--- config.mk ---
export PLATFORM = sky130hd
export DESIGN_NAME = trigger_engine
export DESIGN_NICKNAME = d
export VERILOG_FILES = /design/src/rtl/trigger_pkg.sv /design/src/rtl/trigger_cond_eval.sv /design/src/rtl/trigger_engine.sv
export SDC_FILE = /design/constraint.sdc
export NUM_CORES = 1
export LEC_CHECK = 0
export BUFFER_PORTS_ARGS = -buffer_cell sky130_fd_sc_hd__buf_2
export CAP_MARGIN = 20
export CORE_MARGIN = 1.5
export CORE_UTILIZATION = 40
export DETAILED_ROUTE_END_ITERATION = 7
export GPL_ROUTABILITY_DRIVEN = 0
export SYNTH_ARGS = -nofsm -noshare
export SYNTH_HDL_FRONTEND = slang
export SYNTH_SLANG_ARGS = --single-unit
--- constraint.sdc ---
create_clock -name clk_PLL -period 1.85 [get_ports clk_PLL]
set_input_delay 0.2775 -clock clk_PLL [delete_from_list [all_inputs] [get_ports clk_PLL]]
set_output_delay 0.2775 -clock clk_PLL [all_outputs]
set_load 0.01 [all_outputs]
--- src/rtl/trigger_pkg.sv ---
// Shared definitions for the trigger engine: FSM state encoding and default
// sizing constants used by the top level and the condition evaluator.
package trigger_pkg;

  // Default sizing for the capture path.
  localparam int DEF_CHANNELS = 8;
  localparam int DEF_CNT_W    = 8;

  // FSM encoding, kept as plain constants so older tools can use them too.
  localparam int STATE_W = 2;
  localparam logic [STATE_W-1:0] ST_IDLE      = 2'd0;
  localparam logic [STATE_W-1:0] ST_PRIME     = 2'd1;
  localparam logic [STATE_W-1:0] ST_ARMED     = 2'd2;
  localparam logic [STATE_W-1:0] ST_TRIGGERED = 2'd3;

  typedef enum logic [STATE_W-1:0] {
    IDLE      = ST_IDLE,
    PRIME     = ST_PRIME,
    ARMED     = ST_ARMED,
    TRIGGERED = ST_TRIGGERED
  } state_e;

endpackage

--- src/rtl/trigger_cond_eval.sv ---
// Combinational per-sample trigger condition. Each channel combines its
// enabled edge and level terms with AND; channels with no enabled term are
// left out of the AND/OR reduction. With no term enabled anywhere the
// condition is always true, so the first evaluated sample matches.
module trigger_cond_eval
  import trigger_pkg::*;
#(
  parameter int CHANNELS = DEF_CHANNELS
) (
  input  logic [CHANNELS-1:0] prev_i,
  input  logic [CHANNELS-1:0] new_i,
  input  logic [CHANNELS-1:0] edge_mask_i,
  input  logic [CHANNELS-1:0] edge_rise_i,
  input  logic [CHANNELS-1:0] level_mask_i,
  input  logic [CHANNELS-1:0] level_val_i,
  input  logic                mode_or_i,
  output logic                match_o
);

  logic [CHANNELS-1:0] chan_hit;
  logic [CHANNELS-1:0] chan_en;
  logic                none_en;
  logic                all_hit;
  logic                any_hit;

  genvar gi;
  generate
    for (gi = 0; gi < CHANNELS; gi++) begin : g_chan
      logic rise;
      logic fall;
      logic edge_hit;
      logic lvl_hit;
      assign rise     = ~prev_i[gi] & new_i[gi];
      assign fall     = prev_i[gi] & ~new_i[gi];
      assign edge_hit = edge_rise_i[gi] ? rise : fall;
      assign lvl_hit  = (new_i[gi] == level_val_i[gi]);
      // A disabled term is treated as satisfied so only enabled terms count.
      assign chan_hit[gi] = (~edge_mask_i[gi] | edge_hit) & (~level_mask_i[gi] | lvl_hit);
      assign chan_en[gi]  = edge_mask_i[gi] | level_mask_i[gi];
    end
  endgenerate

  assign none_en = ~(|chan_en);
  assign all_hit = &(chan_hit | ~chan_en);
  assign any_hit = |(chan_hit & chan_en);
  assign match_o = none_en | (mode_or_i ? any_hit : all_hit);

endmodule

--- src/rtl/trigger_engine.sv ---
// Multi-channel trigger engine for the logic analyzer capture path.
// Samples pass through a synchroniser and a sample register with a valid
// strobe; an armed acquisition evaluates edge/level conditions per sample
// and fires a trigger pulse aligned with the data_valid of the sample that
// satisfied it.
// Build option: define TRIGGER_ENGINE_COUNT_EN to require match_count
// matches before firing; otherwise the first match fires and match_count
// is ignored.
module trigger_engine
  import trigger_pkg::*;
#(
  parameter int CHANNELS    = DEF_CHANNELS,
  parameter int SYNC_STAGES = 2,
  parameter int CNT_W       = DEF_CNT_W
) (
  input  logic                clk_PLL,
  input  logic                reset_n,
  input  logic                sample_en,
  input  logic [CHANNELS-1:0] data_in,
  input  logic                arm,
  input  logic                abort,
  input  logic [CHANNELS-1:0] edge_mask,
  input  logic [CHANNELS-1:0] edge_rise,
  input  logic [CHANNELS-1:0] level_mask,
  input  logic [CHANNELS-1:0] level_val,
  input  logic                mode_or,
  input  logic [CNT_W-1:0]    match_count,
  output logic [CHANNELS-1:0] data_out,
  output logic                data_valid,
  output logic                armed,
  output logic                trig_pulse,
  output logic                triggered
);

  logic [CHANNELS-1:0] sync_out;

  // Synchroniser runs every cycle so that sample_en only decimates the
  // already-synchronous stream and latency stays SYNC_STAGES + 1 cycles.
  genvar gi;
  generate
    if (SYNC_STAGES == 0) begin : g_nosync
      assign sync_out = data_in;
    end else begin : g_sync
      logic [CHANNELS-1:0] sync_q [SYNC_STAGES];
      for (gi = 0; gi < SYNC_STAGES; gi++) begin : g_stage
        logic [CHANNELS-1:0] stage_d;
        if (gi == 0) begin : g_first
          assign stage_d = data_in;
        end else begin : g_next
          assign stage_d = sync_q[gi-1];
        end
        // One synchroniser flop stage.
        always_ff @(posedge clk_PLL or negedge reset_n) begin
          if (!reset_n) begin
            sync_q[gi] <= '0;
          end else begin
            sync_q[gi] <= stage_d;
          end
        end
      end
      assign sync_out = sync_q[SYNC_STAGES-1];
    end
  endgenerate

  // Latched acquisition configuration.
  logic [CHANNELS-1:0] edge_mask_q;
  logic [CHANNELS-1:0] edge_rise_q;
  logic [CHANNELS-1:0] level_mask_q;
  logic [CHANNELS-1:0] level_val_q;
  logic                mode_or_q;

  // Sample path and FSM state.
  logic [CHANNELS-1:0] data_q;
  logic                valid_q;
  logic                trig_q;
  logic                trig_d;
  state_e              state_q;
  state_e              state_d;

  logic cfg_load;
  logic match;
  logic eval_en;
  logic eval_hit;
  logic count_done;

  // abort wins over arm, so a simultaneous pair never loads a new config.
  assign cfg_load = arm & ~abort;
  assign eval_en  = sample_en & ~arm & ~abort & (state_q == ARMED);
  assign eval_hit = eval_en & match;

  // data_q still holds the previous sample while the new one is presented,
  // so it doubles as the edge-detect history.
  trigger_cond_eval #(
    .CHANNELS (CHANNELS)
  ) u_cond_eval (
    .prev_i       (data_q),
    .new_i        (sync_out),
    .edge_mask_i  (edge_mask_q),
    .edge_rise_i  (edge_rise_q),
    .level_mask_i (level_mask_q),
    .level_val_i  (level_val_q),
    .mode_or_i    (mode_or_q),
    .match_o      (match)
  );

  // Capture the configuration on every accepted arm.
  always_ff @(posedge clk_PLL or negedge reset_n) begin
    if (!reset_n) begin
      edge_mask_q  <= '0;
      edge_rise_q  <= '0;
      level_mask_q <= '0;
      level_val_q  <= '0;
      mode_or_q    <= 1'b0;
    end else if (cfg_load) begin
      edge_mask_q  <= edge_mask;
      edge_rise_q  <= edge_rise;
      level_mask_q <= level_mask;
      level_val_q  <= level_val;
      mode_or_q    <= mode_or;
    end
  end

`ifdef TRIGGER_ENGINE_COUNT_EN
  localparam logic [CNT_W-1:0] CNT_ONE = CNT_W'(1);

  logic [CNT_W-1:0] match_count_q;
  logic [CNT_W-1:0] cnt_q;
  logic [CNT_W-1:0] cnt_d;
  logic [CNT_W-1:0] cnt_target;

  // Saturating increment; a zero request behaves like a request for one.
  always_comb begin
    cnt_d      = (cnt_q == {CNT_W{1'b1}}) ? cnt_q : cnt_q + CNT_ONE;
    cnt_target = (match_count_q == '0) ? CNT_ONE : match_count_q;
  end

  assign count_done = (cnt_d >= cnt_target);

  // Occurrence counter: cleared on arm/abort, bumped on each match.
  always_ff @(posedge clk_PLL or negedge reset_n) begin
    if (!reset_n) begin
      match_count_q <= '0;
      cnt_q         <= '0;
    end else begin
      if (cfg_load) begin
        match_count_q <= match_count;
      end
      if (cfg_load || abort) begin
        cnt_q <= '0;
      end else if (eval_hit) begin
        cnt_q <= cnt_d;
      end
    end
  end
`else
  // Without the counter the first match fires; match_count is left dangling.
  logic match_count_unused;
  assign match_count_unused = ^match_count;
  assign count_done         = 1'b1;
`endif

  // FSM next state and trigger pulse generation.
  always_comb begin
    state_d = state_q;
    trig_d  = 1'b0;
    if (abort) begin
      state_d = IDLE;
    end else if (arm) begin
      state_d = PRIME;
    end else if (sample_en) begin
      if (state_q == PRIME) begin
        state_d = ARMED;
      end else if (eval_hit && count_done) begin
        state_d = TRIGGERED;
        trig_d  = 1'b1;
      end
    end
  end

  // Sample register, valid strobe, trigger pulse and FSM state.
  always_ff @(posedge clk_PLL or negedge reset_n) begin
    if (!reset_n) begin
      data_q  <= '0;
      valid_q <= 1'b0;
      trig_q  <= 1'b0;
      state_q <= IDLE;
    end else begin
      if (sample_en) begin
        data_q <= sync_out;
      end
      valid_q <= sample_en;
      trig_q  <= trig_d;
      state_q <= state_d;
    end
  end

  assign data_out   = data_q;
  assign data_valid = valid_q;
  assign trig_pulse = trig_q;
  assign armed      = (state_q == PRIME) || (state_q == ARMED);
  assign triggered  = (state_q == TRIGGERED);

endmodule

==> flow_metrics.py <==
metrics = {
    "run_status": {
        "status": "finished with violations",
        "violations": "setup timing",
    },
    "detailed_routing": {
        "wl_um": 6554,
        "drt_iter0_drc": 104,
        "wl_per_cell_um": 14.76,
        "via_per_inst": 5.178,
        "drc": 0,
        "first_pass_iters": 6,
        "ant_nets": 0,
        "vias": 2299,
    },
    "timing": {
        "timing.hold.ws_ns": 0.03878,
        "finalWorstSetupSlack_ns": -0.01186,
        "finClkSkew_ns": 0.008388,
        "relSlewSlack": 0.7250,
        "fin_crit_ns": 1.862,
        "hold_viol": 0,
        "fmax_mhz": 537.1,
        "period_share": 1.006,
        "worstMarginPinSlew_ns": 0.4021,
        "drv_slew": 0,
        "rsz0062_at_grt": "yes",
        "setup_viol": 2,
    },
    "setup_path": {
        "path_class": "reg -> reg",
        "crit_chain": "buf_4 > or3b_1 > nand3_1 > o2111ai_1 > o32ai_4 > nor3_2 > a21oi_1",
        "worst-r2r-cell-count": 7,
        "critPathRequiredTime_ns": 2.11,
        "r2r_start": "edge_rise_q[3]",
        "cp-start-kind": "flip-flop",
        "r2r-end": "state_q[1]",
        "cpPeakStageDelay_ns": 0.39,
        "endpoint_kind": "flip-flop",
        "crit_slowest_cell": "o32ai_4",
        "crit_cells": 7,
        "r2r_setup_slack_ns": -0.01,
        "crit_buf_inv": 1,
        "crit_path_end": "state_q[1]",
        "crit_family": "compound AO/OA/AOI/OAI gates",
        "crit_start": "edge_rise_q[3]",
        "arrival_ns": 2.12,
        "path_max_fanout": 3,
    },
    "hold_path": {
        "hp-start": "data_in[4]",
        "min_delay_path_depth": 1,
        "hp-class": "in -> reg",
    },
    "synthesis": {
        "netlist_top_cells_area": "dfrtp_1 (53%), mux2_2 (13%), nand2b_1 (3.9%)",
        "ys_async_sr_fraction": 1.000,
        "synth_top_cell_by_area": "dfrtp_1",
        "yosys.area_share.simple": 0.1413,
        "synth_top_area_frac": 0.5304,
        "synth_fa_ha_area_frac": 0.01304,
        "syn_inst": 256,
        "ys_types": 42,
        "synth_compound_area_frac": 0.1248,
        "synth-seq-cells": 61,
        "yosys.cell_count.top_type": "dfrtp_1",
        "ys_seq_area_frac": 0.5304,
        "synth_ff_type": "dfrtp_1",
        "synthTopCellsByCount": "dfrtp_1 (61), mux2_2 (32), nand2b_1 (18), o21ai_0 (16), nand2_1 (15)",
        "synth_top_family_by_area": "simple AND/OR/NAND/NOR gates",
        "synth_xor_area_frac": 0.02435,
        "netlist_area_um2": 2878,
        "synth_edf_count": 0,
        "avgSynthCellArea_um2": 11.24,
        "ys_warn_count": 0,
        "syn-num-nets": 313,
        "muxShareOfSynthArea": 0.1357,
    },
    "clock_network": {
        "cts_buffers": 9,
        "root_buffer": "clkbuf_8",
        "cts_buffer_depth": 2,
        "clock-sinks": 61,
        "cts.reportedPaths.clkPinSlew_ns": 0.07,
        "cts_tree": "built",
        "htreeDepth": 3,
        "clk_latency_ns": 0.34,
    },
    "grt": {
        "grt_max_degree": 62,
        "gr-total-overflow": 0,
        "grt.total_usage": 0.1882,
        "grt_pass1_vias": 2324,
        "grt_pass1_wl_um": 10940,
        "antenna_found_initial": 0,
    },
    "final_layout": {
        "area_growth_syn_to_layout_pct": 29.61,
        "finalNonFillerCells": 444,
        "finalCoreUtilization": 0.5430,
        "n_antenna_cell": 0,
        "layout-drive-gt1-share": 0.4138,
        "final_nets": 401,
    },
    "die": {
        "core_um2": 6869,
        "die-area_um2": 7712,
        "num_rows": 30,
        "start_util": 0.4189,
        "ios": 66,
        "fp.dieH_um": 87.82,
        "die_w_um": 87.82,
    },
    "placement": {
        "hpwlAfterDp_um": 4673,
        "portBuffers": 57,
        "place_inst": 424,
    },
    "job": {
        "maxCapViolCount": 0,
    },
    "power": {
        "leakagePower_uw": 0.001660,
        "powerDensity_nw_per_um2": 901.2,
        "ir_drop_v": 0.0004034,
    },
}
power breakdown:
part,internal [µW],switching [µW],total (µW)
Sequential,1480,169,1650
Combinational,328,288,617
Clock,607,491,1100
Total,2410,949,3360
final cells by class:
class | instances | area [µm²]
timing repair buffer | 84 | 506.7
multi-input combinational | 174 | 1341
sequential | 61 | 1529
clock buffer | 10 | 127.6
clock inverter | 5 | 52.55
fill | 655 | 3139
tap | 96 | 120.1
inverter | 14 | 52.55
worst min-delay path by stage:
stage	end	slack, ns
2_1_floorplan	data_out[0]	-0.02
3_3_place_gp	g_sync.g_stage[1].stage_d[5]	0.31
3_5_place_dp	g_sync.g_stage[1].stage_d[5]	0.31
4_1_cts	g_sync.g_stage[1].stage_d[4]	0.02
5_1_grt	g_sync.g_stage[1].stage_d[4]	0.02
6_report	g_sync.g_stage[1].stage_d[4]	0.04
worst reg2reg max path: cells and delay by family, from the launching register on:
kind | cells | cell delay [ns]
flip-flops | 1 | 0.38
AO/OA/AOI/OAI | 3 | 0.70
AND/OR/NAND/NOR | 3 | 0.55
buffers and inverters | 1 | 0.14
placed cells by master (no fill, tap or decap), types with 3 or more instances in the layout:
cell type / synthesis / routed
nor2_1: 5 / 5
dfrtp_1: 61 / 59
xor2_1: 8 / 8
inv_1: 14 / 13
buf_4: 0 / 24
a21oi_1: 14 / 13
clkbuf_8: 0 / 9
nand4_1: 3 / 3
a31oi_1: 4 / 4
nand3_1: 12 / 12
nor4_1: 5 / 4
nand3b_1: 5 / 5
ha_1: 3 / 3
nand2_1: 15 / 15
buf_2: 1 / 57
o21ai_0: 16 / 16
nand2b_1: 18 / 18
mux2_2: 32 / 32
clkinv_2: 0 / 3
mux2i_1: 3 / 3
timing repair:
item                       in CTS  in global routing
gates resized for setup         5                 10
hold buffers                    1                  0
setup endpoints to repair       3                  3
pin swaps                       2                  7
setup buffers                   4                  0
hold endpoints to repair       61                  0
layer usage:
layer | up-vias | global-route usage | wire length, µm
met3 | 10 | 0.05278 | 268
met5 | - | 0 | 0
met1 | 1126 | 0.2360 | 2983
met2 | 50 | 0.3053 | 3213
met4 | 0 | 0.07937 | 89
li1 | 1113 | - | -
through the flow:
step | total power, µW | setup TNS, ns | worst slack [ns] | area [µm²]
2_1_floorplan | 1969 | 0 | 0.1718 | 2878
4_1_cts | 3382 | 0 | 0.0007525 | 3682
3_5_place_dp | 2247 | -0.5224 | -0.1746 | 3433
6_report | 3361 | -0.02322 | -0.01186 | 3730
5_1_grt | 3545 | -0.3042 | -0.1233 | 3730
3_3_place_gp | 2232 | -0.3303 | -0.1206 | 3433
kinds of logic (layout without fill, tap and decap cells):
logic type,count (synthesis),after routing
AND/OR/NAND/NOR,73,73
flip-flops,61,61
adder cells (fa/ha/maj),3,3
buffers and inverters,21,113
AO/OA/AOI/OAI,55,55
XOR/XNOR,8,8
multiplexers,35,35
registers in the layout, summed over array words and instances, names as in the netlist:
| name | flops |
|---|---|
| edge_rise_q | 8 |
| data_valid | 1 |
| g_sync.g_stage.stage_d | 8 |
| data_out | 8 |
| trig_pulse | 1 |
| level_mask_q | 8 |
| level_val_q | 8 |
| state_q | 2 |
| edge_mask_q | 8 |
| mode_or_q | 1 |
| sync_out | 8 |
Power figures use the tool's default switching activity.
